--- src/rtl/df_pkg.sv ---
// Shared definitions for the CFNP dense layers: widths, FSM states and
// the 16-bit saturation helper.
package df_pkg;

  localparam int unsigned N_TAPS    = 5;
  localparam int unsigned DATA_W    = 16;
  localparam int unsigned FRAC_BITS = 11;
  localparam int unsigned ACC_W     = 40;
  localparam int unsigned PROD_W    = 2 * DATA_W;
  localparam int unsigned IDX_W     = $clog2(N_TAPS);
  localparam int unsigned VEC_W     = N_TAPS * DATA_W;

  localparam logic signed [ACC_W-1:0] Y_MAX = ACC_W'((2 ** (DATA_W - 1)) - 1);
  localparam logic signed [ACC_W-1:0] Y_MIN = ~Y_MAX;

  typedef enum logic [1:0] {
    ST_IDLE,
    ST_MAC,
    ST_FINAL,
    ST_DONE
  } df_state_t;

  typedef logic [N_TAPS-1:0][DATA_W-1:0] df_vec_t;

  typedef struct packed {
    logic signed [DATA_W-1:0] y;
    logic                     sat;
  } df_result_t;

  // Clip a wide signed value into the 16-bit output range, flagging clipping.
  function automatic df_result_t sat16(input logic signed [ACC_W-1:0] v);
    df_result_t r;
    if (v > Y_MAX) begin
      r.y   = Y_MAX[DATA_W-1:0];
      r.sat = 1'b1;
    end else if (v < Y_MIN) begin
      r.y   = Y_MIN[DATA_W-1:0];
      r.sat = 1'b1;
    end else begin
      r.y   = v[DATA_W-1:0];
      r.sat = 1'b0;
    end
    return r;
  endfunction

endpackage

--- src/rtl/df_layer_sequencer_if.sv ---
// Handshake bundle between the dense-layer sequencer, the feature buffer,
// the weight memory and the output stage.
interface df_layer_sequencer_if;
  import df_pkg::*;

  logic                     start;
  logic [VEC_W-1:0]         x_flat;
  logic                     w_start;
  logic [IDX_W-1:0]         w_idx;
  logic signed [DATA_W-1:0] w_in;
  logic                     w_done;
  logic signed [DATA_W-1:0] y;
  logic                     busy;
  logic                     done;
  logic                     sat;

  modport master (
    input  start, x_flat, w_in, w_done,
    output w_start, w_idx, y, busy, done, sat
  );

  modport slave (
    output start, x_flat, w_in, w_done,
    input  w_start, w_idx, y, busy, done, sat
  );

endinterface

--- src/rtl/df_mac_unit.sv ---
// Signed 16x16 multiply into a 40-bit accumulator with clear and enable.
module df_mac_unit
  import df_pkg::*;
(
  input  logic                     clk,
  input  logic                     rst,
  input  logic                     clr_i,
  input  logic                     en_i,
  input  logic signed [DATA_W-1:0] a_i,
  input  logic signed [DATA_W-1:0] b_i,
  output logic signed [ACC_W-1:0]  acc_o
);

  logic signed [PROD_W-1:0] prod;
  logic signed [ACC_W-1:0]  acc_q, acc_d;

  assign prod = PROD_W'(a_i) * PROD_W'(b_i);

  // Clear wins over enable so a new inference never inherits a stale sum.
  always_comb begin
    acc_d = acc_q;
    if (clr_i) begin
      acc_d = '0;
    end else if (en_i) begin
      acc_d = acc_q + ACC_W'(prod);
    end
  end

  always_ff @(posedge clk) begin
    if (rst) begin
      acc_q <= '0;
    end else begin
      acc_q <= acc_d;
    end
  end

  assign acc_o = acc_q;

endmodule

--- src/rtl/df_layer_sequencer.sv ---
// Dense-layer sequencer: latches a feature vector, walks the weight memory
// through every tap, accumulates, then rounds, biases and saturates to 16 bits.
module df_layer_sequencer
  import df_pkg::*;
#(
  parameter logic signed [DATA_W-1:0] BIAS = '0
) (
  input  logic                 clk,
  input  logic                 rst,
  df_layer_sequencer_if.master bus_io
);

  localparam int RND_HALF = 2 ** (FRAC_BITS - 1);

  df_state_t                state_q, state_d;
  logic [IDX_W-1:0]         idx_q, idx_d;
  logic [IDX_W-1:0]         w_idx_q, w_idx_d;
  df_vec_t                  x_q, x_d;
  logic signed [DATA_W-1:0] y_q, y_d;
  logic                     sat_q, sat_d;
  logic                     done_q, done_d;
  logic                     busy_q, busy_d;
  logic                     w_start_q, w_start_d;

  logic                     mac_clr;
  logic                     mac_en;
  logic signed [ACC_W-1:0]  acc;
  logic signed [ACC_W-1:0]  rnd;
  logic signed [ACC_W-1:0]  biased;
  df_result_t               res;

  df_mac_unit u_mac (
    .clk   (clk),
    .rst   (rst),
    .clr_i (mac_clr),
    .en_i  (mac_en),
    .a_i   ($signed(x_q[idx_q])),
    .b_i   (bus_io.w_in),
    .acc_o (acc)
  );

  // Round half up at the Q4.11 binary point, then bias and clip.
  always_comb begin
    rnd    = (acc + ACC_W'(RND_HALF)) >>> FRAC_BITS;
    biased = rnd + ACC_W'(BIAS);
    res    = sat16(biased);
  end

  always_comb begin
    state_d = state_q;
    idx_d   = idx_q;
    x_d     = x_q;
    y_d     = y_q;
    sat_d   = sat_q;
    mac_clr = 1'b0;
    mac_en  = 1'b0;

    case (state_q)
      ST_IDLE: begin
        if (bus_io.start) begin
          x_d     = df_vec_t'(bus_io.x_flat);
          idx_d   = '0;
          mac_clr = 1'b1;
          state_d = ST_MAC;
        end
      end
      ST_MAC: begin
        if (bus_io.w_done) begin
          mac_en = 1'b1;
          if (idx_q == IDX_W'(N_TAPS - 1)) begin
            idx_d   = '0;
            state_d = ST_FINAL;
          end else begin
            idx_d = idx_q + IDX_W'(1);
          end
        end
      end
      ST_FINAL: begin
        y_d     = res.y;
        sat_d   = res.sat;
        state_d = ST_DONE;
      end
      ST_DONE: begin
        state_d = ST_IDLE;
      end
      default: begin
        state_d = ST_IDLE;
      end
    endcase

    // Outputs are registered from the next state so they line up with it.
    w_start_d = (state_d == ST_MAC);
    w_idx_d   = (state_d == ST_MAC) ? idx_d : '0;
    busy_d    = (state_d != ST_IDLE);
    done_d    = (state_d == ST_DONE);
  end

  always_ff @(posedge clk) begin
    if (rst) begin
      state_q   <= ST_IDLE;
      idx_q     <= '0;
      x_q       <= '0;
      y_q       <= '0;
      sat_q     <= 1'b0;
      done_q    <= 1'b0;
      busy_q    <= 1'b0;
      w_start_q <= 1'b0;
      w_idx_q   <= '0;
    end else begin
      state_q   <= state_d;
      idx_q     <= idx_d;
      x_q       <= x_d;
      y_q       <= y_d;
      sat_q     <= sat_d;
      done_q    <= done_d;
      busy_q    <= busy_d;
      w_start_q <= w_start_d;
      w_idx_q   <= w_idx_d;
    end
  end

  assign bus_io.w_start = w_start_q;
  assign bus_io.w_idx   = w_idx_q;
  assign bus_io.y       = y_q;
  assign bus_io.sat     = sat_q;
  assign bus_io.done    = done_q;
  assign bus_io.busy    = busy_q;

endmodule

--- src/flat_wrapper.sv ---
// flat-port wrapper written by rule: the top's interface ports become plain ports
module df_layer_sequencer_flat import df_pkg::*;
#(
  parameter logic signed [DATA_W-1:0] BIAS = '0
)
  (clk, rst, bus_io_start, bus_io_x_flat, bus_io_w_in, bus_io_w_done, bus_io_w_start, bus_io_w_idx, bus_io_y, bus_io_busy, bus_io_done, bus_io_sat);
  df_layer_sequencer_if bus_io_i ();
  input  logic clk;
  input  logic rst;
  input wire logic [$bits(bus_io_i.start)-1:0] bus_io_start;
  input wire logic [$bits(bus_io_i.x_flat)-1:0] bus_io_x_flat;
  input wire logic [$bits(bus_io_i.w_in)-1:0] bus_io_w_in;
  input wire logic [$bits(bus_io_i.w_done)-1:0] bus_io_w_done;
  output wire logic [$bits(bus_io_i.w_start)-1:0] bus_io_w_start;
  output wire logic [$bits(bus_io_i.w_idx)-1:0] bus_io_w_idx;
  output wire logic [$bits(bus_io_i.y)-1:0] bus_io_y;
  output wire logic [$bits(bus_io_i.busy)-1:0] bus_io_busy;
  output wire logic [$bits(bus_io_i.done)-1:0] bus_io_done;
  output wire logic [$bits(bus_io_i.sat)-1:0] bus_io_sat;
  assign bus_io_i.start = bus_io_start;
  assign bus_io_i.x_flat = bus_io_x_flat;
  assign bus_io_i.w_in = bus_io_w_in;
  assign bus_io_i.w_done = bus_io_w_done;
  assign bus_io_w_start = bus_io_i.w_start;
  assign bus_io_w_idx = bus_io_i.w_idx;
  assign bus_io_y = bus_io_i.y;
  assign bus_io_busy = bus_io_i.busy;
  assign bus_io_done = bus_io_i.done;
  assign bus_io_sat = bus_io_i.sat;
  df_layer_sequencer #(.BIAS(BIAS)) u_core (.clk(clk), .rst(rst), .bus_io(bus_io_i));
endmodule
--- config.mk ---
export PLATFORM = sky130hd
export DESIGN_NAME = df_layer_sequencer_flat
export DESIGN_NICKNAME = d
export VERILOG_FILES = /design/src/rtl/df_pkg.sv /design/src/rtl/df_layer_sequencer_if.sv /design/src/rtl/df_mac_unit.sv /design/src/rtl/df_layer_sequencer.sv /design/src/flat_wrapper.sv
export SDC_FILE = /design/constraint.sdc
export NUM_CORES = 1
export LEC_CHECK = 0
export ABC_AREA = 1
export ABC_CLOCK_PERIOD_IN_PS = 19750
export CAP_MARGIN = 20
export CORE_UTILIZATION = 41
export DETAILED_ROUTE_END_ITERATION = 10
export PLACE_DENSITY = 0.64
export SLEW_MARGIN = 10
export SYNTH_ARGS = -nofsm -noshare
export SYNTH_HDL_FRONTEND = slang
export SYNTH_SLANG_ARGS = --single-unit
--- constraint.sdc ---
create_clock -name clk -period 19.75 [get_ports clk]
set_input_delay 3.95 -clock clk [delete_from_list [all_inputs] [get_ports clk]]
set_output_delay 3.95 -clock clk [all_outputs]
set_load 0.01 [all_outputs]
==> flow_metrics.py <==
metrics = {
    "yosys": {
        "synth_top_area_share_pct": 33.5,
        "syn_inst": 2632,
        "yosys_warnings": 0,
        "synth_area_per_cell_um2": 7.49,
        "ys_top_cells_by_area": "fa_1 (33%), dfxtp_1 (15%), inv_1 (12%)",
        "synthFlopType": "dfxtp_1",
        "synth_edf_count": 0,
        "ys_ff_latch": 148,
        "netlist_area_um2": 19700,
        "yosysSeqAreaShare_pct": 15.0,
        "ys_types": 37,
        "async_flop_share_pct": 0,
        "synth.most_common_cell": "inv_1",
        "synth_fp_nets": 3180,
        "synth_largest_area_cell": "fa_1",
        "synth_common_cells": "inv_1 (610), nor2_1 (430), nand2_1 (387)",
    },
    "sta": {
        "tightest_slew_ns": 0.923,
        "setup_viol_count_final": 0,
        "max_slew_margin_pct": 38.1,
        "tns_ns": 0,
        "fmax_mhz": 92.8,
        "maxSlewViolCount": 0,
        "grt_setup_unrepaired": "false",
        "finalHoldViolations": 0,
        "skew_ns": 0.0148,
        "fin_crit_ns": 10.78,
        "fin_crit_sh_pct": 54.6,
    },
    "clock_network": {
        "cts_sinks": 148,
        "clkSlewWorstSetupHoldPaths_ns": 0.08,
        "htreeDepth": 4,
        "cts_resized": 0,
        "cts_buffers": 17,
        "max-clock-path-buffers": 2,
        "hold_buffers": 0,
        "cts_tree": "yes",
        "post_cts_buffers": 0,
        "root_buffer": "clkbuf_16",
        "insertion_delay_ns": 0.46,
    },
    "die": {
        "die_area_um2": 49000,
        "rows": 80,
        "die_y_um": 221,
        "pin_count": 123,
        "core_um2": 47600,
        "start_util_pct": 41.4,
        "die_w_um": 221,
    },
    "placed_design": {
        "io_buffers": 122,
        "gp_congestion": 0.946,
        "dpl.hpwl_mm": 48.8,
    },
    "cells_and_area": {
        "nets": 3261,
        "antennaDiodeCount": 0,
        "drive_gt1_share_pct": 3.37,
        "syn_to_final_growth_pct": 12.4,
    },
    "global_route": {
        "grt_pass1_vias": 17800,
        "grt_util_all_layers_pct": 25.3,
        "grt_max_degree": 106,
        "antenna_found_initial": 0,
        "globalRouteOverflowTotal": 0,
        "grt_pass1_wl_mm": 96.4,
    },
    "critical_path": {
        "path_buf_inv": 10,
        "cp_common_cell": "inv_1",
        "end_kind": "flop",
        "crit_path_top_delay_cell": "fa_1",
        "cpPeakStageDelay_ns": 0.81,
        "crit_type": "in2reg",
        "cp-start-kind": "primary input",
        "cp.required_ns": 20.15,
        "worstPathArrival_ns": 11.18,
        "cp_max_fo": 11,
        "crit_family": "adder cells",
    },
    "run": {
        "drv_cap": 0,
    },
    "routing": {
        "vias_per_cell": 5.13,
        "wl_mm": 59.1,
        "route.detailed.drc": 0,
        "wire_per_inst_um": 17.7,
        "antenna_left": 0,
        "drt_iter0_drc": 1260,
        "first_pass_iters": 6,
        "vias": 17100,
    },
    "outcome": {
        "outcome": "finished clean",
    },
    "hold_path": {
        "hp-class": "reg2reg",
    },
}
per-layer routing:
metal  up-vias  routed length (um)  track usage [%]  part of all wire [%]
met5         -                   0                0                     0
li1       8030                   -                -                     -
met1      8479               26000             34.6                    44
met4         0                1980             9.16                   3.3
met2       527               27400             41.1                    46
met3        88                3740             3.29                   6.3
per-stage QoR:
stage / std cells / util [%] / instance area (um^2) / setup WS (ns) / hold WS, ns
global placement: 3308 / 45.2 / 21500 / 8.66 / 0.437
floorplan: 2632 / - / 19700 / 10.07 / 0.425
global route: 3341 / 46.5 / 22200 / 8.52 / 0.467
CTS: 3340 / 46.5 / 22100 / 8.97 / 0.450
detailed placement: 3308 / 45.2 / 21500 / 8.51 / 0.440
finish: 3341 / 46.5 / 22200 / 8.97 / 0.450
cell families (layout without fill, tap and decap cells):
kind of cell / Yosys count / in the layout / synth area share, %
xor gates and xnor gates: 38 / 38 / 1.73
DFF: 148 / 148 / 15.0
adders and majority gates: 448 / 448 / 41.0
and+or+nand+nor: 948 / 948 / 19.2
buffers and inverters: 702 / 796 / 13.5
AOI/OAI and AO/OA: 348 / 348 / 9.59
worst reg2reg max path, delay by kind of cell, from the launching register on:
family | cells | cell delay [ns]
adder cells (fa/ha/maj) | 7 | 3.80
AND/OR/NAND/NOR | 9 | 2.67
buffers and inverters | 10 | 1.85
flip-flops | 1 | 0.39
AO/OA/AOI/OAI | 2 | 0.39
final timing paths:
path	cells after the start	endpoint	start	slack [ns]
setup reg to reg	28	u_core.u_mac.acc_o[36]	u_core.idx_q[2]	10.61
setup / recovery	25	u_core.u_mac.acc_o[36]	bus_io_w_in[4]	8.97
hold / removal	2	u_core.x_q[38]	u_core.x_q[38]	0.45
hold reg to reg	2	u_core.x_q[38]	u_core.x_q[38]	0.45
registers in the layout (all words and copies together) (netlist names):
register,flops
u_core.bus_io.busy,1
u_core.state_q,2
u_core.bus_io.sat,1
u_core.bus_io.done,1
u_core.bus_io.w_idx,3
u_core.idx_q,3
u_core.x_q,80
u_core.bus_io.w_start,1
u_core.bus_io.y,16
u_core.u_mac.acc_o,40
placed cells by master, fill, tap and decap left out, types with 7 or more instances in the layout:
master	netlist	layout
xor2_1	26	26
ha_1	118	118
nor2_1	430	429
nor2_2	7	8
nand2_2	10	11
fa_1	330	330
xnor2_1	11	11
inv_8	0	8
a31oi_1	8	8
nor3_1	8	7
o21ai_0	174	172
clkdlybuf4s50_1	0	122
buf_4	0	17
nand4_1	12	12
nand2_1	387	386
o211ai_1	12	12
clkbuf_16	0	17
dfxtp_1	148	148
o21ai_2	10	10
inv_1	610	609
clkinv_1	11	12
o21bai_1	15	15
nand3_1	85	85
a21oi_1	113	113
final cells by class:
type	instances	area [um^2]
sequential	148	2960
inverter	624	2340
tap	615	769
multi-input combinational	1782	14100
clock inverter	15	178
timing repair buffer	140	1380
clock buffer	17	425
fill	4834	25500
Power is left out: the tool's default activity adds up to more than one toggle a clock period on the data nets, which glitch-free logic cannot reach.
